File: src/rtl/rf_snap.sv
// Parametrised two-read/one-write register file with write-before-read bypass
// and a single-level shadow snapshot for save/restore context checkpointing.
module rf_snap #(
  parameter int WIDTH = 32'd16,
  parameter int NREGS = 32'd8,
  localparam int SELW = $clog2(NREGS)
) (
  input  logic             clk,
  input  logic             rst,
  input  logic [SELW-1:0]  read1regsel,
  input  logic [SELW-1:0]  read2regsel,
  input  logic [SELW-1:0]  writeregsel,
  input  logic [WIDTH-1:0] writedata,
  input  logic             write,
  input  logic             save,
  input  logic             restore,
  output logic [WIDTH-1:0] read1data,
  output logic [WIDTH-1:0] read2data,
  output logic             snap_valid,
  output logic             err
);

  logic [WIDTH-1:0] live_r   [NREGS];
  logic [WIDTH-1:0] shadow_r [NREGS];
  logic             snap_valid_r;

  logic             save_ok_s;
  logic             restore_ok_s;
  logic             err_s;
  logic [WIDTH-1:0] read1_s;
  logic [WIDTH-1:0] read2_s;

  // Legal save/restore qualification and the illegal-request flag.
  always_comb begin
    save_ok_s    = save & ~restore;
    restore_ok_s = restore & ~save & snap_valid_r;
    err_s        = 1'b0;
    if (rst) begin
      err_s = 1'b0;
    end else begin
      err_s = (save & restore) | (restore & ~snap_valid_r);
    end
  end

  // Live array, shadow bank and snapshot flag; a write beats restore per register.
  always_ff @(posedge clk) begin
    if (rst) begin
      for (int i = 0; i < NREGS; i++) begin
        live_r[i]   <= '0;
        shadow_r[i] <= '0;
      end
      snap_valid_r <= 1'b0;
    end else begin
      for (int i = 0; i < NREGS; i++) begin
        if (write && (writeregsel == SELW'(i))) begin
          live_r[i] <= writedata;
        end else if (restore_ok_s) begin
          live_r[i] <= shadow_r[i];
        end
      end
      if (save_ok_s) begin
        shadow_r     <= live_r;
        snap_valid_r <= 1'b1;
      end
    end
  end

  // Read ports with bypass; an unknown select propagates X through the compare and index.
  always_comb begin
    read1_s = live_r[read1regsel];
    read2_s = live_r[read2regsel];
    if (write && (read1regsel == writeregsel)) begin
      read1_s = writedata;
    end else begin
      read1_s = live_r[read1regsel];
    end
    if (write && (read2regsel == writeregsel)) begin
      read2_s = writedata;
    end else begin
      read2_s = live_r[read2regsel];
    end
  end

  assign read1data  = read1_s;
  assign read2data  = read2_s;
  assign snap_valid = snap_valid_r;
  assign err        = err_s;

endmodule

File: config.mk
export PLATFORM = sky130hd
export DESIGN_NAME = rf_snap
export DESIGN_NICKNAME = d
export VERILOG_FILES = /design/src/rtl/rf_snap.sv
export SDC_FILE = /design/constraint.sdc
export NUM_CORES = 1
export LEC_CHECK = 0
export ABC_AREA = 0
export BUFFER_PORTS_ARGS = -buffer_cell sky130_fd_sc_hd__buf_2
export CORE_AREA = 2 2 182 184
export CTS_BUF_LIST = sky130_fd_sc_hd__clkbuf_8
export DETAILED_ROUTE_END_ITERATION = 10
export DIE_AREA = 0 0 184 186
export HOLD_SLACK_MARGIN = 0.02
export PLACE_DENSITY = 0.65
export SLEW_MARGIN = 5
export SYNTH_ARGS = -nofsm -noshare
export SYNTH_HDL_FRONTEND = slang
export SYNTH_SLANG_ARGS = --single-unit
export TNS_END_PERCENT = 30
File: constraint.sdc
create_clock -name clk -period 2.4 [get_ports clk]
set_input_delay 0.6 -clock clk [delete_from_list [all_inputs] [get_ports clk]]
set_output_delay 0.6 -clock clk [all_outputs]
set_load 0.005 [all_outputs]
After elaboration in Yosys (flattened, before gate mapping)
Index checks and enable logic that the tools add are counted.
{"block": "totals", "out_inout_bits": 34, "wordCells": 83, "register_bits": 257}
{"block": "op_classes", "muxes": 25, "bitwise_logic": 11, "n_eq_ne": 9, "n_reduce_logical": 19, "magnitude_cmp": 2}
{"op": "16-bit 2-to-1 mux", "n": 22}
{"op": "16-bit binary-select mux with 3-bit select", "n": 2}
{"op": "2-bit nonzero test", "n": 8}
{"op": "3-bit == test, second input constant", "n": 4}
{"op": "1-bit logical AND", "n": 10}
{"op": "4-bit greater-or-equal comparator, second input constant", "n": 2}
{"op": "3-bit inverter with 4-bit output", "n": 2}
{"op": "3-bit by 2-bit == test with 1-bit output, second input constant", "n": 2}
{"op": "3-bit == test", "n": 2}
{"op": "1-bit AND", "n": 5}
{"op": "3-bit by 1-bit == test with 1-bit output, second input constant", "n": 1}
{"op": "3-bit logical NOT", "n": 1}
{"op": "1-bit inverter", "n": 3}
{"op": "1-bit 2-to-1 mux", "n": 1}
{"op": "1-bit OR", "n": 1}

Logic depth before layout (Yosys ltp)
Gate-level depths: netlist of the first run.
{"block": "depth", "word_depth": 5, "ltp_mapped": 6, "ltp_nobuf": 3}

Worst setup path after synthesis of the first run
No wires, ideal clock.
{"block": "synth_timing", "path_type": "in2out", "startpoint": "input port read1regsel[1]", "endpoint": "output port read1data[0]", "required_ns": 1.800, "arrival_time_ns": 1.939, "cell_stages": 5, "slack_ns": -0.139, "path_buffers": 2, "path_cell_list": "clkbuf_1 > clkbuf_1 > mux4_1 > mux2_2 > mux2_2"}
{"block": "synth_between", "elab_chain_len": 5, "elab_cells_between_ends": 7}
{"element": "from (decl)", "line_no": "10", "source": "input logic [SELW-1:0] read1regsel,"}
{"element": "3-bit inverter with 4-bit output (implied by the code)", "line_no": "75", "source": "read1_s = live_r[read1regsel];"}
{"element": "16-bit binary-select mux with 3-bit select", "line_no": "75"}
{"element": "16-bit 2-to-1 mux (implied by the code) (2 in series)", "line_no": "75"}
{"element": "16-bit 2-to-1 mux (*)", "line_no": "72", "source": "if (write && (read1regsel == writeregsel)) begin"}
{"element": "to (decl)", "line_no": "17", "source": "output logic [WIDTH-1:0] read1data,"}
Every way passes the cells marked *; elsewhere a longest branch is shown, timed or not. The select of a mux whose other input is x is not followed.

Worst setup path in the final report of the first run
{"block": "layout_timing", "startpoint": "input port read1regsel[0]", "endpoint": "output port read1data[7]"}
The elaborated chain is that of the path after synthesis.

==> metrics.txt, run 1 <==
IO Count=64; final hold vios=0; PnR worst setup slack=-0.362 ns; Synth Register Bits=257; clock latency on the worst-skew pair=0.55 ns; crit path launch type=input pin; sequential element share of the synthesized area=40.5%; CP Launch Point=read1regsel[0]; GP Congestion=0.767; port bufs=63; global-route met3 utilization=under 10%; WP data required=1.80 ns; drt drc=0; Reg2Reg Depth=5; first-pass GRT wire length=55.3 mm; Syn. warnings=0; commonest non-fill, non-tap cell in the layout=nand2_1; share of cells above drive strength 1=25.6%; largest net degree at the start of global routing=180; Post-Place Setup Slack=-0.460 ns; routed length per instance=20.2 um; crit-path leading delay family=multiplexers; slew margin rel.=41.4%; DRT Pass-1 Iters=6; reg2reg end=live_r[4]; min Tclk post-route=2.76 ns; most crowded layer after global routing=met2; core area=about 32000 um2; area taken by multi-input logic gates=6890 um2; Max VDD drop=0.336 mV; critical path cell sequence=buf_12, buf_12, buf_12, mux4_2, mux2_4, mux2_4, buf_6; Seq. cell area=5190 um2; Worst Tran Pin Value=0.878 ns; end of the critical path=read1data[7]; most frequent cells in the layout=256 x nand2_1, 217 x dfxtp_1, 130 x nor2_1; Max H-tree Level=2; Final ANT Viol Nets=0; CTS buffer count=42; initial core utilization=between 30% and 40%; Syn Area/Cell=9.66 um2; CP bufs+invs=4; Avg Vias per Cell=roughly 5.7; clock root buffer=clkbuf_8; Layout Nets=1368; Design Area, Final=approximately 15000 um2; final wirelength=around 36 mm; FF-to-FF setup slack=approximately 0.90 ns; Slew Viols, Final=0; die area=34200 um2; Worst Path Max Fanout=8; Hold WC Path Type=in2reg; Crit-path slowest cell=mux4_2; setup TNS=-9.77 ns; grt total ovfl=0; Clk pin slew, worst setup/hold paths=~0.050 ns; Net Count, Synth=1347; global routing usage on met1=a little under 30%; grt met2 use=approximately 33%; most numerous cell on the critical path=buf_12; Worst Setup End Kind=output pin; die height=approximately 190 um; Final Cycle Share=115%; Setup-failing EPs final=32; FP Rows=66; Mapped Area=approximately 13000 um2; RSZ-0062 raised after global routing=yes; status=complete, but fails checks; Critical Path Max Stage Delay=approximately 0.5 ns; type of the worst setup path=in2out; launching point of the worst reg2reg path=snap_valid; # Max-Cap Violations=0; leak pwr=just over 6 nW; worst hold start=restore; Mapped Cells=1317; synth top area cells=dfxtp_1 40%, mux4_1 13%, mux2i_1 10%, a211oi_1 7.6%, nand2_1 7.6%; GRT Total Usage=20.9%; Layout area overhead=16.6%; DIE WIDTH=184 um; initial antenna violation count=2; Yosys cell types=23; CTS sink count=approximately 260; fillers=around 3000; number of DRC markers in iteration 0=947; clk buf depth=3; critical path depth=7; vias in the first global route=9510; f_max=~0.36 GHz; hold buffer count at cts=0; placed inst area=13400 um2; CP arrival=2.16 ns; share of the synthesized area in the top cell type=slightly above 40%; power density cells=around 630 nW/um2; failing checks=negative setup slack; CTS tree=done; DR vias=10100; Setup Skew=approximately 0.012 ns; Detail Placement HPWL=21.3 mm; area leader, netlist=dfxtp_1
how the worst min path moves through the flow:
stage	cells after the start	end
final	4	snap_valid
after global routing	3	live_r[69]
after CTS	4	snap_valid
after detailed placement	2	shadow_r[18]
after global placement	2	shadow_r[42]
after floorplan	2	shadow_r[0]
routing by layer:
layer	part of all wire, %	vias to the layer above
li1	-	4726
met1	45	4987
met2	45	332
met3	7.0	55
met4	2.2	2
met5	0.031	-
synth_stat cells:
master and n:
nand4b_1 3, a211oi_1 128, nand3b_1 1, mux2i_1 128
xnor2_1 6, nand2b_1 1, buf_4 1, mux4_1 64
nor3b_1 1, clkbuf_1 102, a21oi_1 128, dfxtp_1 257
nor2b_1 2, buf_1 7, nand4bb_1 3, buf_2 21
mux2_4 8, nor2_1 130, nand4_1 3, buf_6 10
nand2_1 256, or4b_1 1, mux2_2 56
where the power goes:
group | switching, mW | internal [mW] | total (mW)
logic | 0.571 | 0.520 | 1.09
registers | 0.0944 | 4.37 | 4.47
clock network | 1.76 | 2.04 | 3.80
total | 2.43 | 6.93 | 9.36
cell type report:
| type | instances | area share [%] |
|---|---|---|
| Antenna cell | 1 | 0.0169 |
| Clock inverter | 20 | 0.540 |
| Timing Repair Buffer | 118 | 9.40 |
| Tap cell | 408 | 3.44 |
| Sequential cell | 257 | 35.0 |
| Clock buffer | 55 | 5.11 |
| Multi-Input combinational cell | 919 | 46.5 |
state kept, by name (all words and copies together) (netlist names):
name        cells
live_r        128
shadow_r      128
snap_valid      1
worst register-to-register path, stage by stage (launching register included):
cell,delay [ns]
dfxtp_1,0.33
nand3b_1,0.18
buf_4,0.24
buf_12,0.25
mux2i_1,0.27
a211oi_1,0.09
repair_timing:
item                                    4_1_cts  5_1_grt
endpoints found under the hold margin         0        0
pin swaps                                     1        0
gates resized for setup                      97       29
setup buffers                                 1        2
gates cloned                                  5        0
endpoints found under the setup margin       32       32
logic make-up (layout without fill, tap and decap cells):
logic type | count (synthesis) | after routing | synth area share [%]
AO/OA/AOI/OAI | 256 | 256 | 12.6
XOR/XNOR | 6 | 6 | 0.413
buffers and inverters | 141 | 193 | 4.99
flip-flops | 257 | 257 | 40.5
multiplexers | 256 | 256 | 29.2
other | 0 | 1 | 0
AND/OR/NAND/NOR | 401 | 401 | 12.4
stage by stage:
step                      util, %  power (mW)  instances  hold WS, ns
final                        46.0        9.36       1778        0.428
after global routing         46.0        9.70       1778        0.440
after CTS                    45.6        9.40       1775        0.409
after detailed placement     41.7        5.51       1694        0.446
after global placement       41.7        5.50       1694        0.440
after floorplan                 -        5.18       1317        0.436
No activity file was read; power rests on OpenSTA's default activity.
==> run 2, diff against run 1 <==
--- a/config.mk
+++ b/config.mk
@@ -7,12 +7,12 @@
 export LEC_CHECK = 0
 export ABC_AREA = 0
 export BUFFER_PORTS_ARGS = -buffer_cell sky130_fd_sc_hd__buf_2
-export CORE_AREA = 2 2 182 184
+export CORE_AREA = 2 2 209 211
 export CTS_BUF_LIST = sky130_fd_sc_hd__clkbuf_8
 export DETAILED_ROUTE_END_ITERATION = 10
-export DIE_AREA = 0 0 184 186
+export DIE_AREA = 0 0 211 213
 export HOLD_SLACK_MARGIN = 0.02
-export PLACE_DENSITY = 0.65
+export PLACE_DENSITY = 0.54
 export SLEW_MARGIN = 5
 export SYNTH_ARGS = -nofsm -noshare
 export SYNTH_HDL_FRONTEND = slang
==> run 2 against run 1 <==
Effect of this change: the flow still finishes with violations (negative setup slack); sequential power is essentially flat; setup slack gained 0.086 ns; final cell count grew 8.9%; largest power group unchanged; die area grew 31%; critical endpoint is now read2data[15].
==> metrics.txt, run 2 (synthesis results as in run 1) <==
status=complete, but fails checks; failing checks=negative setup slack; commonest non-fill, non-tap cell in the layout=nand2_1; combinational power share=11.2%; Post-Place Cells=1835; critical path cell sequence=buf_16, buf_12, mux4_2, mux2_2, mux2_4, buf_2; CP bufs+invs=3; type of the worst setup path=in2out; Avg Vias per Cell=between 5 and 6; Max H-tree Level=2; Layout Nets=1384; Final Cycle Share=111%; Detail Placement HPWL=roughly 24 mm; die height=213 um; die area=44900 um2; Worst Tran Pin Value=0.775 ns; clock root buffer=clkbuf_8; Final ANT Viol Nets=0; IO Count=64; Non-Filler Instances=1936; routed length per instance=19.4 um; Setup Skew=0.0323 ns; port bufs=63; clock latency on the worst-skew pair=0.58 ns; Net Switching=2.54 mW; leak pwr=between 6 and 7 nW; crit-path leading delay family=multiplexers; final core occ=between 30 and 40%; Slew Viols, Final=0; Worst Path Max Fanout=8; initial core utilization=29.8%; DIE WIDTH=211 um; power density cells=around 640 nW/um2; DR vias=10100; Max VDD drop=0.362 mV; Crit-path slowest cell=mux4_2; DRT Pass-1 Iters=5; first-pass GRT wire length=around 57 mm; initial antenna violation count=3; Internal=a little over 7 mW; WP data required=between 1.5 and 2 ns; hold buffer count at cts=0; number of DRC markers in iteration 0=676; CTS tree=done; clk buf depth=3; WL met1=17.3 mm; f_max=0.374 GHz; final hold slack=0.331 ns; switching share of total power=26.2%; CP arrival=2.08 ns; CTS sink count=257; Clk pwr share=42.6%; # Max-Cap Violations=0; drt drc=0; FP Rows=76; met2 WL=between 15 and 20 mm; PnR worst setup slack=-0.276 ns; CTS buffer count=between 40 and 50; GP Congestion=0.748; Hold WC Path Type=in2reg; grt total ovfl=0; RSZ-0062 raised after global routing=yes; final hold vios=0; GRT Total Usage=16.6%; power share of the sequential group=around 46%; top routing layer in use=met4; vias in the first global route=9707; largest net degree at the start of global routing=~170; Critical Path Max Stage Delay=0.50 ns; Worst Setup End Kind=output pin; crit path launch type=input pin; Layout area overhead=19.3%; Setup-failing EPs final=32; final wirelength=37.5 mm; Clk pin slew, worst setup/hold paths=roughly 0.070 ns; min Tclk post-route=approximately 2.7 ns; slew margin rel.=roughly 48%; most frequent cells in the layout=256 x nand2_1, 173 x dfxtp_1, 130 x nor2_1; core area=42700 um2; DR WL met3=1.90 mm; share of cells above drive strength 1=29.9%
[run 2: cell count changes in the layout (fill, tap and decap cells not counted), moves of 3 or more]
cell and change:
dfxtp_1 -44, dfxtp_2 +38, buf_4 +13, mux2_2 +8, mux2_4 -8, dfxtp_4 +6
clkbuf_8 +5, buf_2 +3
[run 2: final timing paths]
| kind | startpoint | endpoint | slack [ns] | depth (start not counted) |
|---|---|---|---|---|
| worst max-delay path | read2regsel[0] | read2data[15] | -0.28 | 6 |
| worst min-delay path | rst | snap_valid | 0.33 | 2 |
| worst max register to register | snap_valid | live_r[97] | 0.83 | 5 |
| worst min register to register | shadow_r[111] | shadow_r[111] | 0.45 | 2 |
[run 2: final cells by class]
type | count | area [um2]
fillers | 4231 | 27500
multi-input cells | 919 | 6860
flip-flops and latches | 257 | 5270
repair buffers | 130 | 1430
clock buffers | 60 | 826
well taps | 546 | 683
clock inverters | 22 | 106
diodes | 2 | 5.00
[run 2: power groups by stage]
| stage | sequential (mW) | clock (mW) | combinational [mW] |
|---|---|---|---|
| after floorplan | 4.52 | 0 | 0.659 |
| after global placement | 4.55 | 0 | 0.972 |
| after detailed placement | 4.56 | 0 | 0.984 |
| after CTS | 4.47 | 4.22 | 1.07 |
| after global routing | 4.48 | 4.42 | 1.16 |
| final | 4.47 | 4.11 | 1.08 |
[run 2: layer usage]
layer / up-vias / GRT usage, %
met1: 4974 / 22.6
li1: 4771 / -
met4: 0 / 6.17
met2: 283 / 26.6
met3: 70 / 2.63
met5: - / 0
[run 2: metrics by stage]
step	instance area [um2]	worst slack [ns]	total power, mW	setup TNS, ns
2_1_floorplan	12600	-0.0430	5.18	-1.29
3_5_place_dp	13700	-0.454	5.54	-12.91
3_3_place_gp	13700	-0.450	5.52	-12.68
5_1_grt	15200	-0.325	10.1	-9.65
6_report	15200	-0.276	9.66	-8.18
4_1_cts	15000	-0.314	9.76	-8.96
[run 2: repair_timing]
action                     4_1_cts  5_1_grt
pin swaps                        0        0
cloned                           3        0
setup buffers                    8        6
resized for setup              124       38
setup endpoints to repair       32       32
[run 2: worst reg2reg max path: stages (launching register included)]
cell and delay, ns:
dfxtp_1 0.37, nand3b_1 0.22, buf_12 0.23, buf_12 0.18, mux2i_1 0.20, a211oi_1 0.24
